<file path="src/rtl/sqr_ref_gen_pkg.sv">
// Shared definitions for the square-wave reference generator: default widths
// and the controller state encoding.
package sqr_ref_gen_pkg;

  localparam int DEF_DATA_WIDTH = 8;
  localparam int DEF_IDX_WIDTH  = 9;
  localparam int DEF_PER_WIDTH  = 9;

  // REDUCE is a sub-state of RUN: busy is high but no sample is offered yet.
  typedef enum logic [1:0] {
    ST_IDLE   = 2'd0,
    ST_REDUCE = 2'd1,
    ST_RUN    = 2'd2,
    ST_DONE   = 2'd3
  } state_t;

endpackage

</file>
<file path="src/rtl/sqr_ref_gen_level_map.sv">
// Maps a high/low decision onto an output code. High level is the amplitude;
// low level mirrors it about mid-code and saturates to full scale when amp=0.
// Kept separate so other waveform generators can share the same mapping.
module sqr_level_map #(
  parameter int DATA_WIDTH = 8
) (
  input  logic [DATA_WIDTH-1:0] amp,
  input  logic                  invert,
  input  logic                  high_bit,
  output logic [DATA_WIDTH-1:0] level
);

  localparam logic [DATA_WIDTH:0] TWO_MID = {1'b1, {DATA_WIDTH{1'b0}}};

  logic [DATA_WIDTH:0]   low_full;
  logic [DATA_WIDTH-1:0] low_level;

  // Mirror about mid-code in DATA_WIDTH+1 bits, clamp the one overflow case.
  always_comb begin
    low_full  = TWO_MID - {1'b0, amp};
    low_level = low_full[DATA_WIDTH] ? {DATA_WIDTH{1'b1}} : low_full[DATA_WIDTH-1:0];
    level     = (high_bit ^ invert) ? amp : low_level;
  end

endmodule

</file>
<file path="src/rtl/sqr_ref_gen.sv">
// Streams one programmable square-wave reference frame over valid/ready.
// Config is captured on start; the start phase is reduced modulo the period by
// repeated subtraction before the first sample is offered.
//
//  state     | meaning
//  ----------+-------------------------------------------------------------
//  ST_IDLE   | waiting for start; outputs hold their last values, valid=0
//  ST_REDUCE | phase -= period until phase < period; busy=1, valid=0
//  ST_RUN    | offering samples; abort returns to idle without done
//  ST_DONE   | one-cycle done pulse after the last handshake
module sqr_ref_gen
  import sqr_ref_gen_pkg::*;
#(
  parameter int DATA_WIDTH = DEF_DATA_WIDTH,
  parameter int IDX_WIDTH  = DEF_IDX_WIDTH,
  parameter int PER_WIDTH  = DEF_PER_WIDTH
) (
  input  logic                  clk,
  input  logic                  rst,
  input  logic                  start,
  input  logic                  abort,
  input  logic [IDX_WIDTH-1:0]  cfg_len,
  input  logic [PER_WIDTH-1:0]  cfg_period,
  input  logic [PER_WIDTH-1:0]  cfg_duty,
  input  logic [PER_WIDTH-1:0]  cfg_phase,
  input  logic                  cfg_invert,
  input  logic [DATA_WIDTH-1:0] cfg_amp,
  output logic [DATA_WIDTH-1:0] out_data,
  output logic [IDX_WIDTH-1:0]  out_idx,
  output logic                  out_valid,
  input  logic                  out_ready,
  output logic                  out_last,
  output logic                  busy,
  output logic                  done
);

  state_t state, state_nxt;

  logic [IDX_WIDTH-1:0]  len_r;
  logic [PER_WIDTH-1:0]  period_r;
  logic [PER_WIDTH-1:0]  duty_r;
  logic [PER_WIDTH-1:0]  phase_r;
  logic                  invert_r;
  logic [DATA_WIDTH-1:0] amp_r;
  logic [PER_WIDTH-1:0]  ph_r;

  logic                  phase_reduced;
  logic                  latch_cfg;
  logic                  load_first;
  logic                  advance;
  logic [PER_WIDTH-1:0]  ph_inc;
  logic [PER_WIDTH-1:0]  ph_sel;
  logic [DATA_WIDTH-1:0] level;

  assign phase_reduced = (phase_r < period_r);

  // State register.
  always_ff @(posedge clk) begin
    if (rst) state <= ST_IDLE;
    else     state <= state_nxt;
  end

  // Next-state decode; abort takes priority over a handshake.
  always_comb begin
    state_nxt = state;
    case (state)
      ST_IDLE:   if (start) state_nxt = ST_REDUCE;
      ST_REDUCE: begin
        if (abort)              state_nxt = ST_IDLE;
        else if (phase_reduced) state_nxt = ST_RUN;
      end
      ST_RUN: begin
        if (abort)                              state_nxt = ST_IDLE;
        else if (out_valid && out_ready && out_last) state_nxt = ST_DONE;
      end
      ST_DONE:   state_nxt = ST_IDLE;
      default:   state_nxt = ST_IDLE;
    endcase
  end

  // Status outputs and datapath strobes decoded from the current state.
  always_comb begin
    out_valid  = (state == ST_RUN);
    busy       = (state == ST_REDUCE) || (state == ST_RUN);
    done       = (state == ST_DONE);
    latch_cfg  = (state == ST_IDLE) && start;
    load_first = (state == ST_REDUCE) && !abort && phase_reduced;
    advance    = (state == ST_RUN) && !abort && out_ready && !out_last;
  end

  // Phase of the sample about to be registered: reduced start phase on load,
  // otherwise the wrapping successor of the current phase.
  always_comb begin
    ph_inc = (ph_r == period_r - PER_WIDTH'(1)) ? '0 : ph_r + PER_WIDTH'(1);
    ph_sel = load_first ? phase_r : ph_inc;
  end

  sqr_level_map #(
    .DATA_WIDTH (DATA_WIDTH)
  ) u_level_map (
    .amp      (amp_r),
    .invert   (invert_r),
    .high_bit (ph_sel < duty_r),
    .level    (level)
  );

  // Config capture, phase reduction and the registered output sample.
  always_ff @(posedge clk) begin
    if (rst) begin
      len_r    <= '0;
      period_r <= PER_WIDTH'(1);
      duty_r   <= '0;
      phase_r  <= '0;
      invert_r <= 1'b0;
      amp_r    <= '0;
      ph_r     <= '0;
      out_data <= '0;
      out_idx  <= '0;
      out_last <= 1'b0;
    end else begin
      if (latch_cfg) begin
        len_r    <= cfg_len;
        period_r <= (cfg_period == '0) ? PER_WIDTH'(1) : cfg_period;
        duty_r   <= cfg_duty;
        phase_r  <= cfg_phase;
        invert_r <= cfg_invert;
        amp_r    <= cfg_amp;
      end
      if ((state == ST_REDUCE) && !phase_reduced) phase_r <= phase_r - period_r;
      if (load_first) begin
        ph_r     <= ph_sel;
        out_data <= level;
        out_idx  <= '0;
        out_last <= (len_r == '0);
      end else if (advance) begin
        ph_r     <= ph_sel;
        out_data <= level;
        out_idx  <= out_idx + IDX_WIDTH'(1);
        out_last <= ((out_idx + IDX_WIDTH'(1)) == len_r);
      end
    end
  end

endmodule

</file>
<file path="config.mk">
export PLATFORM = sky130hd
export DESIGN_NAME = sqr_ref_gen
export DESIGN_NICKNAME = d
export VERILOG_FILES = /design/src/rtl/sqr_ref_gen_pkg.sv /design/src/rtl/sqr_ref_gen_level_map.sv /design/src/rtl/sqr_ref_gen.sv
export SDC_FILE = /design/constraint.sdc
export NUM_CORES = 1
export LEC_CHECK = 0
export BUFFER_PORTS_ARGS = -buffer_cell sky130_fd_sc_hd__buf_2
export CORE_UTILIZATION = 47
export CTS_BUF_LIST = sky130_fd_sc_hd__clkbuf_4 sky130_fd_sc_hd__clkbuf_8
export DETAILED_ROUTE_END_ITERATION = 10
export GPL_TIMING_DRIVEN = 0
export PLACE_DENSITY = 0.7
export SYNTH_ARGS = -nofsm -noshare
export SYNTH_HDL_FRONTEND = slang
export SYNTH_SLANG_ARGS = --single-unit
export TNS_END_PERCENT = 10
</file>
<file path="constraint.sdc">
create_clock -name clk -period 5.66 [get_ports clk]
set_clock_uncertainty 0.2 [all_clocks]
set_input_delay 0.566 -clock clk [delete_from_list [all_inputs] [get_ports clk]]
set_output_delay 0.566 -clock clk [all_outputs]
set_load 0.005 [all_outputs]
</file>
==> flow_summary.toml <==
[sta]
worstMarginPinSlew_ns = 0.892
setup_viol = 0
max_freq_mhz = 190
fin_setup_tns_ns = 0
drv_slew = 0
post-route-min-period_ns = 5.28
hold_violations = 0
rsz0062_at_grt = "no"
period_share_pct = 93.2
relSlewSlack_pct = 39.9

[floorplan]
ios = 71
rows = 36
core_um2 = 9820
dieArea_um2 = 10600
initial_utilization_pct = 48.6
chipHeight_um = 103
die_w_um = 103

[setup_path]
slowest_stage = "dfxtp_1"
critical_path_required_ns = 5.75
cp_top_family = "compound AO/OA/AOI/OAI gates"
end_kind = "flip-flop"
cp-start-kind = "flip-flop"
cp_cell_sequence = "inv_1, ha_1, a21o_1, a221o_1, nand2_1, and3_1, clkbuf_2, clkbuf_2, nand2_1, o31ai_1, ha_1, a21o_1, a21o_1, a211oi_1, or2_2, clkbuf_1, clkbuf_2, nand3_1, nor3_1, a311oi_1, o31ai_1"
crit_type = "reg -> reg"
slowest_delay_ns = 0.45
worstPathArrival_ns = 5.36
critPathBufInv = 5
crit_fanout = 10

[clocking]
clk_pin_slew_worst_paths_ns = 0.08
root_buffer = "clkbuf_8"
clk_latency_ns = 0.38
htree_num_levels = 3
post_cts_buffers = 0
postCtsHoldBufs = 0
tritoncts = "done"
cts-buffers-inserted = 9
clock_sinks = 74
clockBufferDepth = 2

[routing]
vias_per_cell = 5.60
drtIter0Drc = 291
ant_nets = 0
m1WireLength_um = 6150
first_pass_iters = 7
top_layer = "met4"
drt-total-wl_um = 13400
route.detailed.drc = 0
num_vias = 4739
wl_met2_um = 6160
wl_met3_um = 867
wl_per_cell_um = 15.8

[logic_synthesis]
ys_ff_latch = 74
synth_edf_count = 0
synth_nets = 707
synthDistinctLibCells = 59
async_reset_ff_share_pct = 0
synth_top_cell_by_area = "dfxtp_1"
ys_top_cells_by_area = "dfxtp_1 31%, nand2_1 10%, a21oi_1 6.8%"
synth-main-ff-cell = "dfxtp_1"
yosysWarningCount = 0
yosysTopAreaCellShare_pct = 31.0
avgSynthCellArea_um2 = 7.58
syn_inst = 630
yosysSeqAreaShare_pct = 31.0
syn-cell-area_um2 = 4780

[pwr]
power_leakage_nw = 2.24
ir_worst_vdd_uv = 213
powerDensity_nw_per_um2 = 392
total_power_w = 0.00215

[finish]
syn_to_final_growth_pct = 14.9
instances_no_fill = 847
nets = 787
antenna_cells = 0
drive_gt1_share_pct = 14.7

[grt]
grt_first_pass_wirelength_um = 21200
track_usage_pct = 26.2
first_global_vias = 4339
grt_max_degree = 14
antenna_found_initial = 0
overflow = 0

[placed_design]
place_congestion = 0.930
post-dp-hpwl_um = 10000
io_buffer_count = 69
dp_cells = 832

[job]
maxCapViolations = 0

[status]
outcome = "finished, final reports clean"

[min_path]
hold_path_class = "in -> reg"
## flip-flops by register name (all words and copies together), names as in the netlist
register / flops
phase_r: 9
amp_r: 8
out_data: 8
ph_r: 9
invert_r: 1
period_r: 9
state: 2
len_r: 9
duty_r: 9
out_idx: 9
out_last: 1
## cells in the final DEF (no fill, tap or decap), types with 3 or more instances in the layout
cell      netlist  final
a211oi_1       18     18
a21o_1          6      6
a21oi_1        65     64
a221o_1         3      3
a311o_1         3      3
a311oi_1        5      5
a31oi_1         8      8
and2_1          6      6
and3_1          9      9
buf_1           6      5
buf_2           1     70
clkbuf_1       25     23
clkbuf_2        0      3
clkbuf_8        0      9
dfxtp_1        74     74
ha_1           26     26
inv_1          34     34
mux2i_1         3      3
nand2_1       128    128
nand2b_1        7      7
nand3_1        18     18
nand4_1         7      7
nand4b_1        3      3
nor2_1         38     38
nor2b_1         3      3
nor3_1         11     11
nor3b_1         7      7
nor4_1          7      7
o21a_1          4      4
o21ai_0        10     10
o22ai_1         3      3
o31ai_1        11     11
or2_2           5      5
or3_1           4      4
xnor2_1        20     20
xor2_1         21     21
## cell usage after synthesis, types with 10 or more instances
library cell,count
xor2_1,21
clkbuf_1,25
nand2_1,128
nor3_1,11
a211oi_1,18
dfxtp_1,74
inv_1,34
xnor2_1,20
o31ai_1,11
nor2_1,38
o21ai_0,10
ha_1,26
a21oi_1,65
nand3_1,18
## routing by layer
metal | global-route usage [%] | vias up
li1 | - | 2364
met1 | 34.4 | 2193
met2 | 41.8 | 167
met3 | 7.39 | 15
met4 | 8.02 | 0
met5 | 0 | -
## worst paths after layout
check / depth (start not counted) / end / slack [ns] / from
worst min register to register: 2 / out_data[2]$_SDFFE_PP0P_ / 0.25 / out_data[2]$_SDFFE_PP0P_
worst max register to register: 21 / out_data[5]$_SDFFE_PP0P_ / 0.38 / period_r[4]$_SDFFE_PP0P_
worst max-delay path: 21 / out_data[5]$_SDFFE_PP0P_ / 0.38 / period_r[4]$_SDFFE_PP0P_
worst min-delay path: 3 / len_r[2]$_SDFFE_PP0P_ / 0.22 / cfg_len[2]
## what timing repair did
item	CTS	global route
endpoints found under the setup margin	0	8
hold endpoints to repair	0	0
gates resized for setup	0	6
## where the power goes
| part | internal, W | total (W) | switching [W] | leakage, nW |
|---|---|---|---|---|
| registers | 0.000597 | 0.000673 | 0.0000752 | 0.604 |
| clock network | 0.000202 | 0.000422 | 0.000220 | 0.0917 |
| logic | 0.000429 | 0.00105 | 0.000625 | 1.54 |
| total | 0.00123 | 0.00215 | 0.000920 | 2.24 |
## worst reg2reg max path, cell delays in order (launching register included)
cell      delay, ns
dfxtp_1        0.45
inv_1          0.12
ha_1           0.35
a21o_1         0.20
a221o_1        0.33
nand2_1        0.11
and3_1         0.23
clkbuf_2       0.26
clkbuf_2       0.27
nand2_1        0.10
o31ai_1        0.15
ha_1           0.34
a21o_1         0.16
a21o_1         0.17
a211oi_1       0.22
or2_2          0.14
clkbuf_1       0.37
clkbuf_2       0.34
nand3_1        0.14
nor3_1         0.20
a311oi_1       0.10
o31ai_1        0.24
## area by class of cell
cell class | count | area, um^2
Fill cell | 1005 | 4330
Multi-Input combinational cell | 490 | 3050
Sequential cell | 74 | 1480
Timing Repair Buffer | 69 | 345
Tap cell | 133 | 166
Inverter | 34 | 128
Buffer | 32 | 125
Clock buffer | 9 | 124
Clock inverter | 6 | 67.6
## logic make-up (layout without fill, tap and decap cells)
family	Yosys count	count (layout)	share of synthesized area, %
and+or+nand+nor	261	261	25.5
AOI/OAI and AO/OA	155	155	21.9
DFF	74	74	31.0
buffers and inverters	66	150	5.21
xor gates and xnor gates	42	42	7.99
adders and majority gates	27	27	7.23
muxes	5	5	1.10
## metrics by stage
stage	utilization, %	hold WS (ns)	cell area, um^2	setup slack [ns]
global route	55.9	0.218	5490	0.104
finish	55.9	0.221	5490	0.384
floorplan	-	0.236	4780	1.06
CTS	55.8	0.204	5480	0.0156
detailed placement	53.8	0.234	5290	0.0587
global placement	53.8	0.234	5290	0.130
(Power assumes the default switching activity.)
